<file path="config.mk">
export PLATFORM = sky130hd
export DESIGN_NAME = bp_update_sched
export DESIGN_NICKNAME = d
export VERILOG_FILES = /design/src/rtl/bp_update_sched.sv
export SDC_FILE = /design/constraint.sdc
export NUM_CORES = 1
export LEC_CHECK = 0
export ABC_AREA = 1
export BUFFER_PORTS_ARGS = -buffer_cell sky130_fd_sc_hd__buf_2
export CORE_MARGIN = 4
export CORE_UTILIZATION = 55
export CTS_CLUSTER_DIAMETER = 40
export DETAILED_ROUTE_END_ITERATION = 8
export PLACE_DENSITY = 0.77
export SKIP_CTS_REPAIR_TIMING = 1
export SYNTH_ARGS = -nofsm -noshare
export SYNTH_HDL_FRONTEND = slang
export SYNTH_SLANG_ARGS = --single-unit
</file>
<file path="constraint.sdc">
create_clock -name clk -period 6.4 [get_ports clk]
set_clock_uncertainty 0.15 [all_clocks]
set_input_delay 1.92 -clock clk [delete_from_list [all_inputs] [get_ports clk]]
set_output_delay 1.92 -clock clk [all_outputs]
set_load 0.01 [all_outputs]
</file>
<file path="src/rtl/bp_update_sched.sv">
// Branch-predictor update scheduler: tracks in-flight predicted branches and
// issues PHT/GHR update strobes and misprediction flushes when branches resolve.
// Latency: 1 cycle from pop to update strobe; stalls fetch while the queue is full.
//
// Ports:
//   clk, reset          - clock, asynchronous active-high reset
//   pred_valid/addr/ghr/taken - predicted branch from fetch (pushed into queue)
//   resolve_valid/taken - execute resolves the oldest in-flight branch (pop)
//   fetch_stall         - queue full, fetch must hold its branch
//   update_signal, actual_outcome, InstrAddr_E, ghr_E - registered update bundle
//   flush, ghr_restore  - one-cycle misprediction recovery
//   mispredict_cnt      - saturating misprediction counter
//   underflow_err       - sticky: resolve seen with an empty queue
module bp_update_sched #(
    parameter int DEPTH = 4
) (
    input  logic       clk,
    input  logic       reset,
    input  logic       pred_valid,
    input  logic [4:0] pred_addr,
    input  logic [4:0] pred_ghr,
    input  logic       pred_taken,
    input  logic       resolve_valid,
    input  logic       resolve_taken,
    output logic       fetch_stall,
    output logic       update_signal,
    output logic       actual_outcome,
    output logic [4:0] InstrAddr_E,
    output logic [4:0] ghr_E,
    output logic       flush,
    output logic [4:0] ghr_restore,
    output logic [7:0] mispredict_cnt,
    output logic       underflow_err
);

    localparam int AW = (DEPTH > 1) ? $clog2(DEPTH) : 1;
    localparam logic [AW:0] PTR_ONE = {{AW{1'b0}}, 1'b1};

    typedef enum logic {
        RUN     = 1'b0,
        RECOVER = 1'b1
    } state_t;

    // ------------------------------------------------------------------
    // State
    // ------------------------------------------------------------------
    state_t        state_q, state_d;
    logic [AW:0]   head_q, head_d;
    logic [AW:0]   tail_q, tail_d;
    logic          update_q, update_d;
    logic          outcome_q, outcome_d;
    logic [4:0]    addr_e_q, addr_e_d;
    logic [4:0]    ghr_e_q, ghr_e_d;
    logic [7:0]    cnt_q, cnt_d;
    logic          underflow_q, underflow_d;

    // Entry storage is not reset: pointers alone define validity.
    logic [4:0]       addr_mem  [DEPTH];
    logic [4:0]       ghr_mem   [DEPTH];
    logic [DEPTH-1:0] taken_mem;

    // ------------------------------------------------------------------
    // Queue status and per-cycle events
    // ------------------------------------------------------------------
    logic          in_run;
    logic          empty;
    logic          full;
    logic          pop;
    logic          push;
    logic          mispredict;
    logic          underflow_evt;
    logic [AW-1:0] head_idx;
    logic [AW-1:0] tail_idx;

    assign head_idx = head_q[AW-1:0];
    assign tail_idx = tail_q[AW-1:0];
    assign in_run   = (state_q == RUN);
    assign empty    = (head_q == tail_q);
    // Same slot, opposite wrap bits: writer has lapped the reader.
    assign full     = (head_idx == tail_idx) && (head_q[AW] != tail_q[AW]);

    assign pop           = in_run && resolve_valid && !empty;
    assign mispredict    = pop && (taken_mem[head_idx] != resolve_taken);
    assign underflow_evt = in_run && resolve_valid && empty;
    // A pop frees a slot this cycle, so a full queue can still accept a push.
    // Anything fetched alongside a mispredicting pop is on the wrong path.
    assign push          = in_run && pred_valid && (!full || pop) && !mispredict;

    // ------------------------------------------------------------------
    // Next-state logic
    // ------------------------------------------------------------------
    always_comb begin
        state_d     = state_q;
        head_d      = head_q;
        tail_d      = tail_q;
        update_d    = 1'b0;
        outcome_d   = outcome_q;
        addr_e_d    = addr_e_q;
        ghr_e_d     = ghr_e_q;
        cnt_d       = cnt_q;
        underflow_d = underflow_q | underflow_evt;

        case (state_q)
            RUN: begin
                if (mispredict) begin
                    state_d = RECOVER;
                end
            end
            RECOVER: begin
                state_d = RUN;
            end
            default: begin
                state_d = RUN;
            end
        endcase

        // Pointer update: a mispredict discards every younger entry, and the
        // queue stays empty for the whole recovery cycle.
        if (!in_run || mispredict) begin
            head_d = '0;
            tail_d = '0;
        end else begin
            if (pop) begin
                head_d = head_q + PTR_ONE;
            end
            if (push) begin
                tail_d = tail_q + PTR_ONE;
            end
        end

        // Update bundle is registered; data fields hold between strobes so
        // the recovery cycle can still form ghr_restore from them.
        if (pop) begin
            update_d  = 1'b1;
            outcome_d = resolve_taken;
            addr_e_d  = addr_mem[head_idx];
            ghr_e_d   = ghr_mem[head_idx];
        end

        if (mispredict && (cnt_q != 8'hFF)) begin
            cnt_d = cnt_q + 8'd1;
        end
    end

    // ------------------------------------------------------------------
    // Registers
    // ------------------------------------------------------------------
    always_ff @(posedge clk or posedge reset) begin
        if (reset) begin
            state_q     <= RUN;
            head_q      <= '0;
            tail_q      <= '0;
            update_q    <= 1'b0;
            outcome_q   <= 1'b0;
            addr_e_q    <= '0;
            ghr_e_q     <= '0;
            cnt_q       <= '0;
            underflow_q <= 1'b0;
        end else begin
            state_q     <= state_d;
            head_q      <= head_d;
            tail_q      <= tail_d;
            update_q    <= update_d;
            outcome_q   <= outcome_d;
            addr_e_q    <= addr_e_d;
            ghr_e_q     <= ghr_e_d;
            cnt_q       <= cnt_d;
            underflow_q <= underflow_d;
        end
    end

    always_ff @(posedge clk) begin
        if (push) begin
            addr_mem[tail_idx]  <= pred_addr;
            ghr_mem[tail_idx]   <= pred_ghr;
            taken_mem[tail_idx] <= pred_taken;
        end
    end

    // ------------------------------------------------------------------
    // Outputs
    // ------------------------------------------------------------------
    assign fetch_stall    = full;
    assign update_signal  = update_q;
    assign actual_outcome = outcome_q;
    assign InstrAddr_E    = addr_e_q;
    assign ghr_E          = ghr_e_q;
    assign flush          = (state_q == RECOVER);
    // Corrected history: drop the oldest bit, shift in the real outcome.
    assign ghr_restore    = (state_q == RECOVER) ? {ghr_e_q[3:0], outcome_q} : 5'd0;
    assign mispredict_cnt = cnt_q;
    assign underflow_err  = underflow_q;

endmodule

</file>
==> results of run 1 <==
[sequential cells by signal, indices dropped and copies added (netlist names), 3 cells and up]
register and flops:
mispredict_cnt 8, ghr_mem 20, head_q 3, addr_mem 20, ghr_E 5, tail_q 3
InstrAddr_E 5, taken_mem 4
[routing by layer]
layer / part of all wire (%) / vias to the layer above
met5: 0 / -
met4: 2.1 / 0
met3: 7.0 / 15
met2: 43 / 77
met1: 48 / 981
li1: - / 1081
[area by class of cell]
class	count	area [um^2]
clock inverter	7	100
tap	72	90.1
multi-input combinational	190	982
clock buffer	9	124
fill	437	1910
inverter	25	98.8
sequential	72	2020
timing repair buffer	43	215
[cells in the mapped netlist]
cell type and count:
nand4_1 4, nand3_1 15, nor2_8 1, buf_2 2, inv_1 21, xor2_1 2, nand3b_1 1, ha_1 6
a31oi_1 10, xnor2_1 5, clkbuf_1 6, inv_2 2, o21ai_2 2, nand2_1 49, inv_4 2, nor2_1 60
o21bai_1 1, nand2_2 5, nand3_4 1, nand3_2 4, nand2_4 2, buf_6 2, o21ai_0 22, edfxtp_1 44
dfrtp_1 28
[critical path, delay by kind of cell, from the launching register on]
| family | cells | cell delay (ns) |
|---|---|---|
| buf+inv | 2 | 0.35 |
| flops | 1 | 0.89 |
| simple gates | 4 | 0.34 |
[logic make-up (layout without fill, tap and decap cells)]
| kind of cell | Yosys count | count (layout) | synth area share, % |
|---|---|---|---|
| xor gates and xnor gates | 7 | 7 | 1.94 |
| and+or+nand+nor | 142 | 142 | 20.5 |
| buffers and inverters | 35 | 84 | 4.87 |
| AOI/OAI and AO/OA | 35 | 35 | 6.26 |
| adders and majority gates | 6 | 6 | 2.38 |
| DFF | 72 | 72 | 64.0 |
[power groups by stage]
| stage | combinational [mW] | clock, mW | sequential [mW] |
|---|---|---|---|
| 2_1_floorplan | 0.373 | 0 | 0.699 |
| 3_3_place_gp | 0.485 | 0 | 0.719 |
| 3_5_place_dp | 0.498 | 0 | 0.722 |
| 4_1_cts | 0.502 | 0.407 | 0.713 |
| 5_1_grt | 0.562 | 0.425 | 0.728 |
| 6_report | 0.496 | 0.397 | 0.713 |
[worst paths after layout]
path / startpoint / end / depth (start not counted)
setup reg to reg: head_q[0]$_DFFE_PP0P_ / ghr_mem[3][2]$_DFFE_PP_ / 9
setup / recovery: head_q[0]$_DFFE_PP0P_ / fetch_stall / 6
min in group asynchronous: reset / mispredict_cnt[1]$_DFFE_PP0P_ / 2
max in group asynchronous: reset / ghr_E[3]$_DFFE_PP0P_ / 2
hold reg to reg: underflow_err$_DFF_PP0_ / underflow_err$_DFF_PP0_ / 1
hold / removal: underflow_err$_DFF_PP0_ / underflow_err$_DFF_PP0_ / 1
[cells in the final DEF (no fill, tap or decap), types with 5 or more instances in the layout]
cell type and n:
nor2_1 60, nand2_1 49, edfxtp_1 44, buf_2 43, dfrtp_1 28, o21ai_0 22
inv_1 21, nand3_1 15, a31oi_1 10, clkbuf_8 9, ha_1 6, nand2_2 5
xnor2_1 5
==> flow_summary.toml, run 1 <==
[timing]
setup_ws_ns = 2.40
slew_headroom_pct = 30.7
tightest_slew_ns = 1.04
setup_viol = 0
setup_tns_ns = 0
timing.hold.ws_ns = 0.336
period_minus_slack_ns = 4.00
rsz0062_at_grt = "no"
max_freq_mhz = 250
hold_viol_final = 0
finalMaxSlewViolations = 0
period_share_pct = 62.4

[min_path]
hp-class = "reg -> reg"

[grt]
grt_pass1_vias = 2055
antenna_found_initial = 0
grt_max_degree = 29
grt_usage_pct = 18.5
grt_use_met3_pct = 3.95
grtUsageMet2_pct = 26.0
grtUsageMet1_pct = 27.3
busiest_layer = "met1"
grt_first_pass_wirelength_um = 10100
overflow = 0

[yosys]
synth_area_leader_cell = "edfxtp_1"
netlist_area_mm2 = 0.00316
avgSynthCellArea_um2 = 10.6
synth_nets = 319
synth_top_area_share_pct = 41.8
synthTopCellsByArea = "edfxtp_1 (42%), dfrtp_1 (22%), nor2_1 (7.1%)"
synth_cell_type_count = 25
seq_area_frac_synth_pct = 64.0
ys.warnings.count = 0
ys_ff_latch = 72
syn_inst = 297

[critical_path]
critPathSlowestCell = "dfrtp_1"
worst_ep_arrival_time_ns = 1.93
end_kind = "output port"
cp_data_required_time_ns = 4.33
cpPeakStageDelay_ns = 0.89
cp-start-kind = "flip-flop"
path_common_cell = "nand2_1"
cp_max_fo = 26
r2r_slack_ns = 3.27
cp_cell_sequence = "inv_4, nand2_1, nand2_2, nand2_1, nor2_1, buf_2"
path_class = "reg -> out"

[detailed_routing]
postRouteAntennaNets = 0
drt_wl_total_um = 6140
route.detailed.drc = 0
num_vias = 2154
wire_per_inst_um = 14.7
viasPerCell = 5.15
first_pass_iters = 5
dr.first_iter.drc_count = 124

[clocking]
h-tree-depth = 3
cts_made_buffers = 9
cts_tree = "yes"
cts-root-buf = "clkbuf_8"
worstSkewPairLatency_ns = 0.33
clk_pin_slew_ns = 0.07
clockBufferDepth = 2
clkSinkCount = 72

[pwr]
peakVddDrop_mv = 0.223
switching_power_mw = 0.594
p_total_mw = 1.61
comb_power_share_pct = 30.9
p_sw_share_pct = 36.9
p_per_area_mw_per_mm2 = 442
clockPowerShare_pct = 24.7
seqPwrFrac_pct = 44.4
p_int_mw = 1.01
p_leak_nw = 1.61

[status]
status = "completed"

[final_layout]
fin_nets = 363
drive_above_1_share_pct = 22.5
stdcell_count = 418
area_growth_pct = 15.0
final_area_mm2 = 0.00363
fin_util_pct = 65.6
antennaDiodeCount = 0

[placement]
dp.cells = 402
pre_cts_ws_ns = 2.39
dp_hpwl_um = 4430
port_buffers = 43
place_congestion = 0.792
place_area_mm2 = 0.00341

[floorplan]
die_y_um = 83.8
fp.dieW_um = 83.8
io-pin-count = 44
rows = 27
die_area_mm2 = 0.00702
core_area_mm2 = 0.00554
start_util_pct = 57.0

[flow_run]
drv_cap = 0
Note: power is estimated with default switching activity, not from simulation.
==> run 2, diff against run 1 <==
--- a/config.mk
+++ b/config.mk
@@ -5,13 +5,13 @@
 export SDC_FILE = /design/constraint.sdc
 export NUM_CORES = 1
 export LEC_CHECK = 0
-export ABC_AREA = 1
+export ABC_AREA = 0
 export BUFFER_PORTS_ARGS = -buffer_cell sky130_fd_sc_hd__buf_2
 export CORE_MARGIN = 4
-export CORE_UTILIZATION = 55
+export CORE_UTILIZATION = 51
 export CTS_CLUSTER_DIAMETER = 40
 export DETAILED_ROUTE_END_ITERATION = 8
-export PLACE_DENSITY = 0.77
+export PLACE_DENSITY = 0.75
 export SKIP_CTS_REPAIR_TIMING = 1
 export SYNTH_ARGS = -nofsm -noshare
 export SYNTH_HDL_FRONTEND = slang
==> constraint.sdc (replaced) <==
create_clock -name clk -period 3.5 [get_ports clk]
set_clock_uncertainty 0.15 [all_clocks]
set_input_delay 1.05 -clock clk [delete_from_list [all_inputs] [get_ports clk]]
set_output_delay 1.05 -clock clk [all_outputs]
set_load 0.01 [all_outputs]
==> run 2 against run 1 <==
  * Die area rose by 3.7%
  * Synthesized cell count fell by 40%
  * Worst setup slack got worse by 1.7 ns
  * Sequential cell count unchanged
  * Hold slack got worse by 0.015 ns
  * Sequential power is 80% higher
  * Routed wire length decreased by 13%
  * Cell area decreased by 1.6%
  * Register-to-register slack lost 2.6 ns
==> flow_summary.toml, run 2 <==
[final_layout]
layout_commonest_cell = "edfxtp_1"
fin_util_pct = 63.3
final_cell_mix = "edfxtp_1 (44), buf_2 (43), dfrtp_1 (28), and2_1 (11)"
antennaDiodeCount = 0
fin_nets = 257
drive_above_1_share_pct = 40.0
area_growth_pct = 17.2

[timing]
period_minus_slack_ns = 2.81
period_share_pct = 80.4
setup_viol = 0
hold_viol_final = 0
rsz0062_at_grt = "no"
finalMaxSlewViolations = 0
slew_headroom_pct = 62.1
tightest_slew_ns = 0.553
setup_tns_ns = 0
max_freq_mhz = 355

[clocking]
worstSkewPairLatency_ns = 0.34
h-tree-depth = 3
clockBufferDepth = 2
cts_made_buffers = 9
clkSinkCount = 72
cts_tree = "yes"
clk_pin_slew_ns = 0.08
cts-root-buf = "clkbuf_8"

[yosys]
ys_ff_latch = 72
synthTopCellsByArea = "edfxtp_1 (43%), dfrtp_1 (23%), mux4_2 (7.4%)"
avgSynthCellArea_um2 = 17.0
synth-async-reset-ratio_pct = 38.9
synth_cell_type_count = 36
synth-edff-count = 44
synth_fa_ha_area_share_pct = 2.46
synth_compound_area_share_pct = 1.72
synth_ff_type = "edfxtp_1"
netlist_area_mm2 = 0.00305
yosysMostFrequentCell = "edfxtp_1"
synth_top_family_by_area = "multiplexers"
yosys.area_share.simple_pct = 9.81
synth-xor-area-share_pct = 3.45
synth_common_cells = "edfxtp_1 (44), dfrtp_1 (28), and2_1 (11), mux4_2 (10), xnor2_1 (8)"
synth_area_leader_cell = "edfxtp_1"
syn_inst = 179
synth_top_area_share_pct = 43.3
seq_area_frac_synth_pct = 66.3
muxShareOfSynthArea_pct = 13.9
synth_nets = 201
ys.warnings.count = 0

[floorplan]
rows = 27
die_area_mm2 = 0.00728
core_area_mm2 = 0.00564
io-pin-count = 44
fp.dieW_um = 85.3
die_y_um = 85.3
start_util_pct = 54.0

[critical_path]
end_kind = "flip-flop"
r2r_start = "head_q[1]$_DFFE_PP0P_"
cp-start-kind = "input port"
r2r_slack_ns = 0.70
r2r-end = "ghr_mem[1][1]$_DFFE_PP_"
cp_max_fo = 7
cp_data_required_time_ns = 3.40
path_class = "in -> reg"
worst_ep_arrival_time_ns = 2.72
reg2reg_depth = 6

[detailed_routing]
wire_per_inst_um = 17.0
num_vias = 1647
drt_wl_total_um = 5310
dr.first_iter.drc_count = 67
viasPerCell = 5.28
first_pass_iters = 4
route.detailed.drc = 0
postRouteAntennaNets = 0

[grt]
grt_max_degree = 29
grt_first_pass_wirelength_um = 8610
grt_pass1_vias = 1657
grt_usage_pct = 15.8
overflow = 0
antenna_found_initial = 0

[status]
status = "completed"

[min_path]
min_from = "underflow_err$_DFF_PP0_"
min_path_cells = 1
hp-class = "reg -> reg"
holdPathEnd = "underflow_err$_DFF_PP0_"

[placement]
port_buffers = 43
place_congestion = 0.817
dp_hpwl_um = 3900

[pwr]
peakVddDrop_mv = 0.350
p_leak_nw = 1.47
p_per_area_mw_per_mm2 = 798
p_total_mw = 2.85

[flow_run]
drv_cap = 0
-- run 2: changes by cell type in the layout (fill, tap and decap cells not counted), moves of 5 or more --
cell / before / now
o21ai_0: 22 / 1
a31oi_1: 10 / 0
inv_1: 21 / 5
nand3_1: 15 / 2
mux2_2: 0 / 7
buf_4: 0 / 9
mux4_2: 0 / 10
mux2_4: 0 / 6
nor2_1: 60 / 3
nand2_2: 5 / 0
nand2_1: 49 / 3
and2_1: 0 / 11
-- run 2: worst max-delay path by stage --
stage,from,endpoint,slack [ns],cells after the start
after floorplan,resolve_taken,addr_mem[0][0]$_DFFE_PP_,0.74,5
after global placement,resolve_taken,ghr_mem[1][0]$_DFFE_PP_,0.45,7
after detailed placement,resolve_taken,ghr_mem[1][3]$_DFFE_PP_,0.32,7
after CTS,head_q[1]$_DFFE_PP0P_,addr_mem[1][1]$_DFFE_PP_,0.66,6
after global routing,head_q[1]$_DFFE_PP0P_,ghr_mem[1][1]$_DFFE_PP_,0.52,6
final,resolve_taken,ghr_mem[1][1]$_DFFE_PP_,0.69,7
-- run 2: layer usage --
metal  up-vias  share of wire [%]  global-route usage [%]
li1        782                  -                       -
met1       816                 45                    20.1
met2        41                 49                    25.6
met3         8                4.6                    3.79
met4         0                1.7                    7.34
met5         -                  0                       0
-- run 2: layout make-up --
type	count	area, um^2
Clock inverter	6	66.3
Multi-Input combinational cell	95	956
Clock buffer	10	138
Tap cell	72	90.1
Sequential cell	72	2020
Inverter	5	18.8
Timing Repair Buffer	52	283
Fill cell	418	2070
-- run 2: per-stage QoR --
step	worst slack, ns	instance area [um^2]	std cells	hold slack (ns)
2_1_floorplan	0.737	3050	179	0.343
3_3_place_gp	0.454	3370	296	0.297
3_5_place_dp	0.325	3370	296	0.299
4_1_cts	0.656	3570	312	0.317
5_1_grt	0.524	3570	312	0.364
6_report	0.685	3570	312	0.322
-- run 2: report_power, final --
group | total, mW | leakage, nW | internal [mW] | switching [mW]
Combinational | 0.910 | 0.622 | 0.466 | 0.445
Clock | 0.658 | 0.0970 | 0.351 | 0.307
Sequential | 1.28 | 0.749 | 1.13 | 0.152
Total | 2.85 | 1.47 | 1.95 | 0.904
-- run 2: cell families (layout without fill, tap and decap cells) --
| group | after synthesis | after routing |
|---|---|---|
| AO/OA/AOI/OAI | 7 | 7 |
| adder cells (fa/ha/maj) | 6 | 6 |
| flip-flops | 72 | 72 |
| AND/OR/NAND/NOR | 44 | 44 |
| XOR/XNOR | 12 | 12 |
| multiplexers | 26 | 26 |
| buffers and inverters | 12 | 73 |
-- run 2: worst max-delay path, stage by stage --
cell	delay, ns
buf_2	0.12
nand2b_1	0.13
mux2i_1	0.47
nor4_2	0.16
nor3b_1	0.27
and2_1	0.30
buf_4	0.21
==> run 3, diff against run 2 <==
--- a/config.mk
+++ b/config.mk
@@ -8,10 +8,10 @@
 export ABC_AREA = 0
 export BUFFER_PORTS_ARGS = -buffer_cell sky130_fd_sc_hd__buf_2
 export CORE_MARGIN = 4
-export CORE_UTILIZATION = 51
+export CORE_UTILIZATION = 55
 export CTS_CLUSTER_DIAMETER = 40
 export DETAILED_ROUTE_END_ITERATION = 8
-export PLACE_DENSITY = 0.75
+export PLACE_DENSITY = 0.77
 export SKIP_CTS_REPAIR_TIMING = 1
 export SYNTH_ARGS = -nofsm -noshare
 export SYNTH_HDL_FRONTEND = slang
==> constraint.sdc (replaced) <==
create_clock -name clk -period 2.59 [get_ports clk]
set_clock_uncertainty 0.15 [all_clocks]
set_input_delay 0.777 -clock clk [delete_from_list [all_inputs] [get_ports clk]]
set_output_delay 0.777 -clock clk [all_outputs]
set_load 0.01 [all_outputs]
==> run 3 against run 2 <==
  * Core utilization grew 6.0 points
  * Hold slack got worse by 0.0045 ns
  * Highest routed layer unchanged
  * Critical path depth fell by 3
  * Clock power up 51%
  * Critical path type is now reg -> out
  * Register-to-register slack got worse by 0.46 ns
  * First-iteration DRC count down 12%
==> flow_summary.toml, run 3 (synthesis results as in run 2) <==
[floorplan]
die_y_um = 82.4
start_util_pct = 58.2
rows = 26
die_area_mm2 = 0.00680
core_area_mm2 = 0.00524
fp.dieW_um = 82.4
io-pin-count = 44

[grt]
antenna_found_initial = 0
grt_first_pass_wirelength_um = 8560
grt_usage_pct = 17.9
grt_pass1_vias = 1655
overflow = 0
grt_max_degree = 29

[final_layout]
final_cell_mix = "edfxtp_1 (44), buf_2 (43), dfrtp_1 (28), buf_4 (13), mux4_2 (10)"
fin_util_pct = 69.3
layout_commonest_cell = "edfxtp_1"
stdcell_count = 314
drive_above_1_share_pct = 43.0
area_growth_pct = 19.1
final_area_mm2 = 0.00363
antennaDiodeCount = 0
fin_nets = 261
fillers = 364

[clocking]
clkSinkCount = 72
cts_made_buffers = 9
cts-root-buf = "clkbuf_8"
clk_pin_slew_ns = 0.08
worstSkewPairLatency_ns = 0.35
cts_tree = "yes"
h-tree-depth = 3
clockBufferDepth = 2

[critical_path]
cp-start-kind = "flip-flop"
cp_max_fo = 4
reg2reg_depth = 6
cpPeakStageDelay_ns = 0.43
cp.depth = 4
cp_cell_sequence = "buf_4, xnor2_1, and3_1, buf_2"
cp_data_required_time_ns = 1.66
crit_buf_inv = 2
worst_ep_arrival_time_ns = 1.51
critPathSlowestCell = "dfrtp_1"
crit_family = "flip-flops"
end_kind = "output port"
path_class = "reg -> out"

[placement]
dp.cells = 298
pre_cts_ws_ns = -0.131
place_congestion = 0.780
port_buffers = 43
place_area_mm2 = 0.00340
dp_hpwl_um = 3690

[min_path]
hp-class = "reg -> reg"
min_path_cells = 1

[timing]
period_minus_slack_ns = 2.44
setup_tns_ns = 0
finalMaxSlewViolations = 0
tightest_slew_ns = 0.621
timing.hold.ws_ns = 0.317
period_share_pct = 94.1
setup_ws_ns = 0.152
max_freq_mhz = 410
rsz0062_at_grt = "no"
slew_headroom_pct = 58.6
setup_viol = 0
hold_viol_final = 0

[detailed_routing]
first_pass_iters = 4
dr.first_iter.drc_count = 59
postRouteAntennaNets = 0
drt_wl_total_um = 5320
viasPerCell = 5.20
wire_per_inst_um = 16.9
num_vias = 1634
route.detailed.drc = 0

[status]
status = "completed"

[pwr]
peakVddDrop_mv = 0.631
p_leak_nw = 1.50
p_total_mw = 4.03
p_per_area_mw_per_mm2 = 1110

[flow_run]
drv_cap = 0
## run 3: routing by layer
layer  global-route usage, %  routed length (um)  vias up
met2                    28.4                2650       35
li1                        -                   -      788
met1                    23.5                2370      803
met4                    7.48                  52        0
met5                       0                   0        -
met3                    4.34                 236        8
## run 3: worst paths after layout
path / start / endpoint / slack, ns
worst max-delay path: head_q[1]$_DFFE_PP0P_ / fetch_stall / 0.15
worst min-delay path: underflow_err$_DFF_PP0_ / underflow_err$_DFF_PP0_ / 0.32
worst max register to register: head_q[1]$_DFFE_PP0P_ / addr_mem[3][4]$_DFFE_PP_ / 0.24
worst min register to register: underflow_err$_DFF_PP0_ / underflow_err$_DFF_PP0_ / 0.32
max in group asynchronous: reset / tail_q[0]$_DFFE_PP0P_ / 1.67
min in group asynchronous: reset / mispredict_cnt[4]$_DFFE_PP0P_ / 0.34
## run 3: where the power goes
group	total, mW	switching, mW	leakage [nW]	internal [mW]
combinational	1.33	0.644	0.642	0.682
sequential	1.71	0.184	0.749	1.53
clock	0.994	0.441	0.108	0.553
## run 3: cell type report
type | count | area (um^2) | area share, %
inverter | 5 | 18.8 | 0.517
multi-input combinational | 95 | 961 | 26.5
sequential | 72 | 2020 | 55.7
tap | 70 | 87.6 | 2.41
clock inverter | 7 | 104 | 2.86
timing repair buffer | 56 | 313 | 8.62
clock buffer | 9 | 124 | 3.41
